==> src/rtl/task_dispatch_scheduler_if.sv <==
// Host-side bundle of the dispatch scheduler: per-board status, task request and dispatch offer.
interface task_dispatch_scheduler_if;
  logic        status_valid_id0, status_valid_id1, status_valid_id2, status_valid_id3;
  logic [31:0] free_mem_id0, free_mem_id1, free_mem_id2, free_mem_id3;
  logic [31:0] pending_tasks_id0, pending_tasks_id1, pending_tasks_id2, pending_tasks_id3;
  logic        task_req_valid;
  logic [31:0] task_req_mem;
  logic        task_req_ready;
  logic        disp_valid;
  logic [1:0]  disp_board;
  logic [31:0] disp_mem;
  logic        disp_ack;
  logic [3:0]  board_online;
  logic        busy;

  modport master (
    output status_valid_id0, status_valid_id1, status_valid_id2, status_valid_id3,
           free_mem_id0, free_mem_id1, free_mem_id2, free_mem_id3,
           pending_tasks_id0, pending_tasks_id1, pending_tasks_id2, pending_tasks_id3,
           task_req_valid, task_req_mem, disp_ack,
    input  task_req_ready, disp_valid, disp_board, disp_mem, board_online, busy
  );

  modport slave (
    input  status_valid_id0, status_valid_id1, status_valid_id2, status_valid_id3,
           free_mem_id0, free_mem_id1, free_mem_id2, free_mem_id3,
           pending_tasks_id0, pending_tasks_id1, pending_tasks_id2, pending_tasks_id3,
           task_req_valid, task_req_mem, disp_ack,
    output task_req_ready, disp_valid, disp_board, disp_mem, board_online, busy
  );
endinterface

==> src/rtl/task_dispatch_scheduler.sv <==
// Picks a sub-board for each host task from shadowed free-memory / pending-task status,
// adjusting the shadow on every accepted dispatch and dropping boards whose status goes stale.
module task_dispatch_scheduler #(
  parameter int STALE_LIMIT = 1024
) (
  input logic                     clk,
  input logic                     rst_n,
  task_dispatch_scheduler_if.slave bus
);
  localparam int NB = 4;
  localparam int AW = $clog2(STALE_LIMIT + 1);

  typedef enum logic [1:0] {IDLE, EVAL, OFFER} state_t;

  state_t              state;
  logic [31:0]         req_mem_q, disp_mem_q;
  logic [1:0]          disp_board_q;
  logic                rdy_q, dv_q, busy_q;

  logic [NB-1:0]       st_vld;
  logic [NB-1:0][31:0] st_free, st_pend;
  logic [NB-1:0][31:0] sh_free, sh_pend;
  logic [NB-1:0]       online;
  logic                ack_fire;

  assign st_vld  = {bus.status_valid_id3, bus.status_valid_id2, bus.status_valid_id1, bus.status_valid_id0};
  assign st_free = {bus.free_mem_id3, bus.free_mem_id2, bus.free_mem_id1, bus.free_mem_id0};
  assign st_pend = {bus.pending_tasks_id3, bus.pending_tasks_id2, bus.pending_tasks_id1, bus.pending_tasks_id0};
  assign ack_fire = dv_q & bus.disp_ack;

  for (genvar i = 0; i < NB; i++) begin : g_board
    logic [31:0]   free_q, pend_q, base_free, base_pend, nxt_free, nxt_pend;
    logic [AW-1:0] age_q;
    logic          on_q;

    // a dispatch landing with a fresh status is charged against the new values
    always_comb begin
      base_free = st_vld[i] ? st_free[i] : free_q;
      base_pend = st_vld[i] ? st_pend[i] : pend_q;
      nxt_free  = base_free;
      nxt_pend  = base_pend;
      if (ack_fire && disp_board_q == 2'(i)) begin
        nxt_free = (base_free >= disp_mem_q) ? base_free - disp_mem_q : '0;
        nxt_pend = (&base_pend) ? base_pend : base_pend + 32'd1;
      end
    end

    always_ff @(posedge clk or negedge rst_n) begin
      if (!rst_n) begin
        free_q <= '0;
        pend_q <= '0;
        age_q  <= '0;
        on_q   <= 1'b0;
      end else begin
        free_q <= nxt_free;
        pend_q <= nxt_pend;
        if (st_vld[i]) begin
          age_q <= '0;
          on_q  <= 1'b1;
        end else if (age_q != AW'(STALE_LIMIT)) begin
          age_q <= age_q + 1'b1;
          if (age_q == AW'(STALE_LIMIT - 1)) on_q <= 1'b0;
        end
      end
    end

    assign sh_free[i] = free_q;
    assign sh_pend[i] = pend_q;
    assign online[i]  = on_q;
  end

  // fewest pending, then most free memory; strict compares keep the lowest index on full ties
  logic        found;
  logic [1:0]  sel;
  logic [31:0] best_pend, best_free;
  always_comb begin
    found     = 1'b0;
    sel       = '0;
    best_pend = '1;
    best_free = '0;
    for (int i = 0; i < NB; i++) begin
      if (online[i] && sh_free[i] >= req_mem_q) begin
        if (!found || sh_pend[i] < best_pend ||
            (sh_pend[i] == best_pend && sh_free[i] > best_free)) begin
          found     = 1'b1;
          sel       = 2'(i);
          best_pend = sh_pend[i];
          best_free = sh_free[i];
        end
      end
    end
  end

  always_ff @(posedge clk or negedge rst_n) begin
    if (!rst_n) begin
      state        <= IDLE;
      req_mem_q    <= '0;
      disp_board_q <= '0;
      disp_mem_q   <= '0;
      rdy_q        <= 1'b1;
      dv_q         <= 1'b0;
      busy_q       <= 1'b0;
    end else begin
      case (state)
        IDLE: if (bus.task_req_valid) begin
          req_mem_q <= bus.task_req_mem;
          state     <= EVAL;
          rdy_q     <= 1'b0;
          busy_q    <= 1'b1;
        end
        EVAL: if (found) begin
          disp_board_q <= sel;
          disp_mem_q   <= req_mem_q;
          state        <= OFFER;
          dv_q         <= 1'b1;
        end
        OFFER: if (bus.disp_ack) begin
          state  <= IDLE;
          dv_q   <= 1'b0;
          rdy_q  <= 1'b1;
          busy_q <= 1'b0;
        end
        default: begin
          state  <= IDLE;
          dv_q   <= 1'b0;
          rdy_q  <= 1'b1;
          busy_q <= 1'b0;
        end
      endcase
    end
  end

  assign bus.task_req_ready = rdy_q;
  assign bus.disp_valid     = dv_q;
  assign bus.busy           = busy_q;
  assign bus.disp_board     = disp_board_q;
  assign bus.disp_mem       = disp_mem_q;
  assign bus.board_online   = online;
endmodule
==> src/flat_wrapper.sv <==
// flat-port wrapper written by rule: the top's interface ports become plain ports
module task_dispatch_scheduler_flat 
#(
  parameter int STALE_LIMIT = 1024
)
  (clk, rst_n, bus_status_valid_id0, bus_status_valid_id1, bus_status_valid_id2, bus_status_valid_id3, bus_free_mem_id0, bus_free_mem_id1, bus_free_mem_id2, bus_free_mem_id3, bus_pending_tasks_id0, bus_pending_tasks_id1, bus_pending_tasks_id2, bus_pending_tasks_id3, bus_task_req_valid, bus_task_req_mem, bus_disp_ack, bus_task_req_ready, bus_disp_valid, bus_disp_board, bus_disp_mem, bus_board_online, bus_busy);
  task_dispatch_scheduler_if bus_i ();
  input logic clk;
  input logic rst_n;
  input wire logic [$bits(bus_i.status_valid_id0)-1:0] bus_status_valid_id0;
  input wire logic [$bits(bus_i.status_valid_id1)-1:0] bus_status_valid_id1;
  input wire logic [$bits(bus_i.status_valid_id2)-1:0] bus_status_valid_id2;
  input wire logic [$bits(bus_i.status_valid_id3)-1:0] bus_status_valid_id3;
  input wire logic [$bits(bus_i.free_mem_id0)-1:0] bus_free_mem_id0;
  input wire logic [$bits(bus_i.free_mem_id1)-1:0] bus_free_mem_id1;
  input wire logic [$bits(bus_i.free_mem_id2)-1:0] bus_free_mem_id2;
  input wire logic [$bits(bus_i.free_mem_id3)-1:0] bus_free_mem_id3;
  input wire logic [$bits(bus_i.pending_tasks_id0)-1:0] bus_pending_tasks_id0;
  input wire logic [$bits(bus_i.pending_tasks_id1)-1:0] bus_pending_tasks_id1;
  input wire logic [$bits(bus_i.pending_tasks_id2)-1:0] bus_pending_tasks_id2;
  input wire logic [$bits(bus_i.pending_tasks_id3)-1:0] bus_pending_tasks_id3;
  input wire logic [$bits(bus_i.task_req_valid)-1:0] bus_task_req_valid;
  input wire logic [$bits(bus_i.task_req_mem)-1:0] bus_task_req_mem;
  input wire logic [$bits(bus_i.disp_ack)-1:0] bus_disp_ack;
  output wire logic [$bits(bus_i.task_req_ready)-1:0] bus_task_req_ready;
  output wire logic [$bits(bus_i.disp_valid)-1:0] bus_disp_valid;
  output wire logic [$bits(bus_i.disp_board)-1:0] bus_disp_board;
  output wire logic [$bits(bus_i.disp_mem)-1:0] bus_disp_mem;
  output wire logic [$bits(bus_i.board_online)-1:0] bus_board_online;
  output wire logic [$bits(bus_i.busy)-1:0] bus_busy;
  assign bus_i.status_valid_id0 = bus_status_valid_id0;
  assign bus_i.status_valid_id1 = bus_status_valid_id1;
  assign bus_i.status_valid_id2 = bus_status_valid_id2;
  assign bus_i.status_valid_id3 = bus_status_valid_id3;
  assign bus_i.free_mem_id0 = bus_free_mem_id0;
  assign bus_i.free_mem_id1 = bus_free_mem_id1;
  assign bus_i.free_mem_id2 = bus_free_mem_id2;
  assign bus_i.free_mem_id3 = bus_free_mem_id3;
  assign bus_i.pending_tasks_id0 = bus_pending_tasks_id0;
  assign bus_i.pending_tasks_id1 = bus_pending_tasks_id1;
  assign bus_i.pending_tasks_id2 = bus_pending_tasks_id2;
  assign bus_i.pending_tasks_id3 = bus_pending_tasks_id3;
  assign bus_i.task_req_valid = bus_task_req_valid;
  assign bus_i.task_req_mem = bus_task_req_mem;
  assign bus_i.disp_ack = bus_disp_ack;
  assign bus_task_req_ready = bus_i.task_req_ready;
  assign bus_disp_valid = bus_i.disp_valid;
  assign bus_disp_board = bus_i.disp_board;
  assign bus_disp_mem = bus_i.disp_mem;
  assign bus_board_online = bus_i.board_online;
  assign bus_busy = bus_i.busy;
  task_dispatch_scheduler #(.STALE_LIMIT(STALE_LIMIT)) u_core (.clk(clk), .rst_n(rst_n), .bus(bus_i));
endmodule
==> config.mk <==
export PLATFORM = sky130hd
export DESIGN_NAME = task_dispatch_scheduler_flat
export DESIGN_NICKNAME = d
export VERILOG_FILES = /design/src/rtl/task_dispatch_scheduler_if.sv /design/src/rtl/task_dispatch_scheduler.sv /design/src/flat_wrapper.sv
export SDC_FILE = /design/constraint.sdc
export NUM_CORES = 2
export LEC_CHECK = 0
export BUFFER_PORTS_ARGS = -buffer_cell sky130_fd_sc_hd__buf_2
export CAP_MARGIN = 10
export CORE_MARGIN = 2
export CORE_UTILIZATION = 45
export DETAILED_ROUTE_END_ITERATION = 8
export GPL_ROUTABILITY_DRIVEN = 0
export PLACE_DENSITY_LB_ADDON = 0.3
export SETUP_SLACK_MARGIN = 0.02
export SYNTH_ARGS = -nofsm -noshare
export SYNTH_HDL_FRONTEND = slang
export SYNTH_SLANG_ARGS = --single-unit
==> constraint.sdc <==
create_clock -name clk -period 10.45 [get_ports clk]
set_input_delay 0 -clock clk [delete_from_list [all_inputs] [get_ports clk]]
set_output_delay 0 -clock clk [all_outputs]
set_load 0.02 [all_outputs]
==> summary.md <==
Global routing
• 195 mm — first-pass GRT wire length
• 0 — total overflow reported by the global router
• 88 — maximum number of pins on one net before global-route repair
• 32800 — via count of the first global-routing pass
• 0.321 — All-Layer GR Usage
• 4 — number of antenna violations at the first check in global routing

STA
• 0.458 ns — Worst Setup Slack, final
• 100 MHz — Peak Freq
• false — setup repair after global routing missed its margin
• 0 — final count of pins violating max slew
• 0 — final hold violations
• 0.0498 ns — worst clock skew
• 1.12 ns — slew of the pin with the lowest slew margin
• 0.0299 ns — hold_ws
• 0 ns — setup total negative slack
• 0.248 — max-slew headroom at the worst pin
• 0 — number of setup violations in the final report
• 0.956 — share of the clock period used by the worst path
• 9.99 ns — clock period minus worst slack

Die
• 282 um — die span in x
• 337 — total I/O pin count
• 282 um — die outline height
• 0.456 — initial standard-cell utilization of the core
• 79400 um^2 — Die Outline Area
• 76200 um^2 — core box area
• 101 — total number of placement rows

CTS
• yes — clock tree from TritonCTS
• 48 — clock buffer count from CTS
• 0.06 ns — clock edge transition at the registers on the reported setup and hold paths
• 375 — Clock Sinks
• 2 — count of H-tree levels built during CTS
• 0.63 ns — insertion delay of the later-clocked pin in the worst-skew pair
• 3 — maximum clock path buffer count
• clkbuf_16 — clock root cell

Route
• 34300 — routed vias
• 131 mm — total wire length after detailed routing
• 6.06 — post-DR vias/cell
• 0 — Residual DRC
• 3112 — violation count after the first detailed-routing iteration
• 23.1 um — DR WL/cell
• 0 — residual antenna-violating net count after detailed routing
• 8 — drt pass-1 iters

Synth
• 1.00 — FFs w/ async S/R, synth
• 0.270 — area fraction of the dominant cell type after synthesis
• dfrtp_1 — Yosys top cell by area
• 99 — number of distinct library cell variants in the gate-level netlist after synthesis
• 375 — number of storage elements in the synthesis netlist
• 0 — number of synthesized flops with an enable pin
• ha_1 — cell with the most instances after synthesis
• 0.154 — simple-gate area share of the yosys netlist
• dfrtp_1, ha_1, mux2_2, xor2_1, mux2i_1 — synth top area cells
• 0.0694 — Post-Synth XOR/XNOR Area
• 4678 — number of nets produced by synthesis
• dfrtp_1 — leading register cell type out of synthesis
• 8.86 um^2 — Avg Inst Size Synth
• ha_1, dfrtp_1, nand2_1, a21oi_1, o21ai_0 — commonest cells in the netlist
• 0.168 — Adder-Cell Fraction of Synth Area
• 0.0945 — portion of netlist area occupied by mux cells
• 0.270 — sequential area share after synthesis
• 0.203 — area fraction in compound gates after synthesis
• 34700 um^2 — combined area of all synthesized cells
• 0 — number of synthesis warnings
• 3918 — cell count after synthesis
• compound AO/OA/AOI/OAI gates — dominant combinational cell family by area after synthesis

Critical path
• 48 — top fanout value on the critical path
• 38 — count of cells along the worst register-to-register path
• u_core.req_mem_q[12] — FF-to-FF Start
• flip-flop — CP startpoint kind
• or4_1 — slowest stage cell, crit path
• compound AO/OA/AOI/OAI gates — Worst path top cell family by delay
• 4 — total buffers and inverters traversed by the critical path
• reg -> reg — Setup CP Type
• flip-flop — crit end category
• 10.98 ns — required time of the critical path
• 10.52 ns — arrival time of the worst setup path
• ha_1 — cell with the most instances on the worst path
• u_core.bus.disp_board[1] — critical register-to-register path endpoint
• 0.46 ns — register-to-register setup slack
• 0.68 ns — CP peak stage delay

Layout
• 6718 — final-layout fill cell count
• 0.157 — share of post-route cells with drive strength above 1
• 24000 um^2 — area of the multi-input gates
• 5352 — layout net count
• 24.0% — Synth-to-Final Area Change
• 9390 um^2 — sequential standard cell area
• 0 — antenna cells
• 5659 — post-route insts no fill

Power and ir drop
• 327 nW/um^2 — power density over the cells
• 0.129 — relative contribution of the clock network to total power
• 19.5 nW — leakage
• 0.704 — proportion of power drawn by combinational gates
• 7.07 mW — cell-internal power
• 0.298 mV — maximum ir drop on the vdd rail
• 0.167 — power share of the sequential group
• 0.497 — Switching Share
• 14.1 mW — post-layout total power
• 6.99 mW — net switching component of the power

Job
• 0 — max-cap violation count

Placement
• 98.4 mm — DPL Wire Length
• 5218 — placed cell count
• 0.204 ns — pre-CTS setup slack
• 336 — count of port buffers added during placement

Run status
• complete, no violations — result of the run

Worst hold path
• in -> async — min-delay worst type

[how the worst max path moves through the flow]
stage,startpoint,endpoint,cells past startpoint
global route,u_core.req_mem_q[12],u_core.bus.disp_board[0],39
detailed placement,u_core.req_mem_q[0],u_core.bus.disp_board[0],38
CTS,u_core.req_mem_q[0],u_core.bus.disp_board[1],38
floorplan,u_core.req_mem_q[29],u_core.bus.disp_board[0],41
finish,u_core.req_mem_q[12],u_core.bus.disp_board[1],38
global placement,u_core.req_mem_q[0],u_core.bus.disp_board[0],39
[layout by cell type, fill, tap and decap left out, types with 18 or more instances in the layout]
cell type,count
buf_4,82
a31oi_1,23
nor3_1,55
nand4_1,84
nor4_1,22
o2bb2ai_1,28
inv_1,199
o31ai_1,87
nor2_1,208
ha_1,460
o22ai_1,42
nor2b_1,43
o21a_1,25
a21oi_1,246
buf_2,331
mux2i_1,133
dlygate4sd3_1,353
nand3b_1,44
nand2b_1,35
dfrtp_1,373
xnor2_1,117
xor2_1,158
a21o_1,142
mux2_2,173
clkbuf_16,49
and3_1,27
o21ai_0,248
a211oi_1,28
a22oi_1,37
or3_1,25
nand2_1,324
o211ai_1,18
nand3_1,121
[what timing repair did]
action	4_1_cts	5_1_grt
hold buffers	353	0
endpoints found under the setup margin	0	2
buffers inserted	0	1
resized for setup	0	5
hold endpoints to repair	375	0
[power groups by stage]
stage	clock network [mW]	logic, mW	registers (mW)
2_1_floorplan	0	6.75	2.20
4_1_cts	1.84	9.59	2.32
6_report	1.82	9.90	2.35
3_5_place_dp	0	9.40	2.35
5_1_grt	1.89	10.9	2.36
3_3_place_gp	0	9.23	2.34
[state kept, by name, indices dropped and copies added, names as in the netlist]
name and count:
u_core.bus.disp_board 2, u_core.state 2, u_core.req_mem_q 32, u_core.bus.disp_valid 1, u_core.g_board.pend_q 128, u_core.g_board.on_q 4
u_core.g_board.age_q 44, u_core.bus.disp_mem 32, u_core.g_board.free_q 128, u_core.bus.task_req_ready 1, u_core.bus.busy 1
[through the flow]
stage          cell area, um^2  utilization
2_1_floorplan            34700            -
3_3_place_gp             37800        0.496
3_5_place_dp             37800        0.496
4_1_cts                  43000        0.564
5_1_grt                  43000        0.565
6_report                 43000        0.565
[logic make-up after synthesis]
| group | count (synthesis) |
|---|---|
| compound gates | 1080 |
| simple gates | 1070 |
| fa+ha+maj | 464 |
| flops | 375 |
| buf+inv | 348 |
| mux | 306 |
| xor+xnor | 275 |
[metal layers]
metal	share of wire	wire, um	vias to the layer above	GRT usage
met5	0.00044	57	-	0
met1	0.41	54200	16300	0.422
met3	0.087	11400	424	0.0617
met4	0.061	7970	8	0.166
li1	-	-	15900	-
met2	0.44	57200	1694	0.502
[worst reg2reg max path, delay by kind of cell (launching register included)]
| family | cells | cell delay, ns |
|---|---|---|
| and+or+nand+nor | 10 | 2.67 |
| DFF | 1 | 0.36 |
| AOI/OAI and AO/OA | 19 | 4.42 |
| adders and majority gates | 4 | 1.17 |
| muxes | 1 | 0.41 |
| buffers and inverters | 4 | 0.90 |
[area by class of cell]
| type | count | area share |
|---|---|---|
| well taps | 1030 | 0.0299 |
| multi-input cells | 3195 | 0.558 |
| clock inverters | 19 | 0.00686 |
| inverters | 201 | 0.0175 |
| repair buffers | 771 | 0.137 |
| flip-flops and latches | 375 | 0.218 |
| clock buffers | 68 | 0.0322 |
Power figures use the tool's default switching activity.
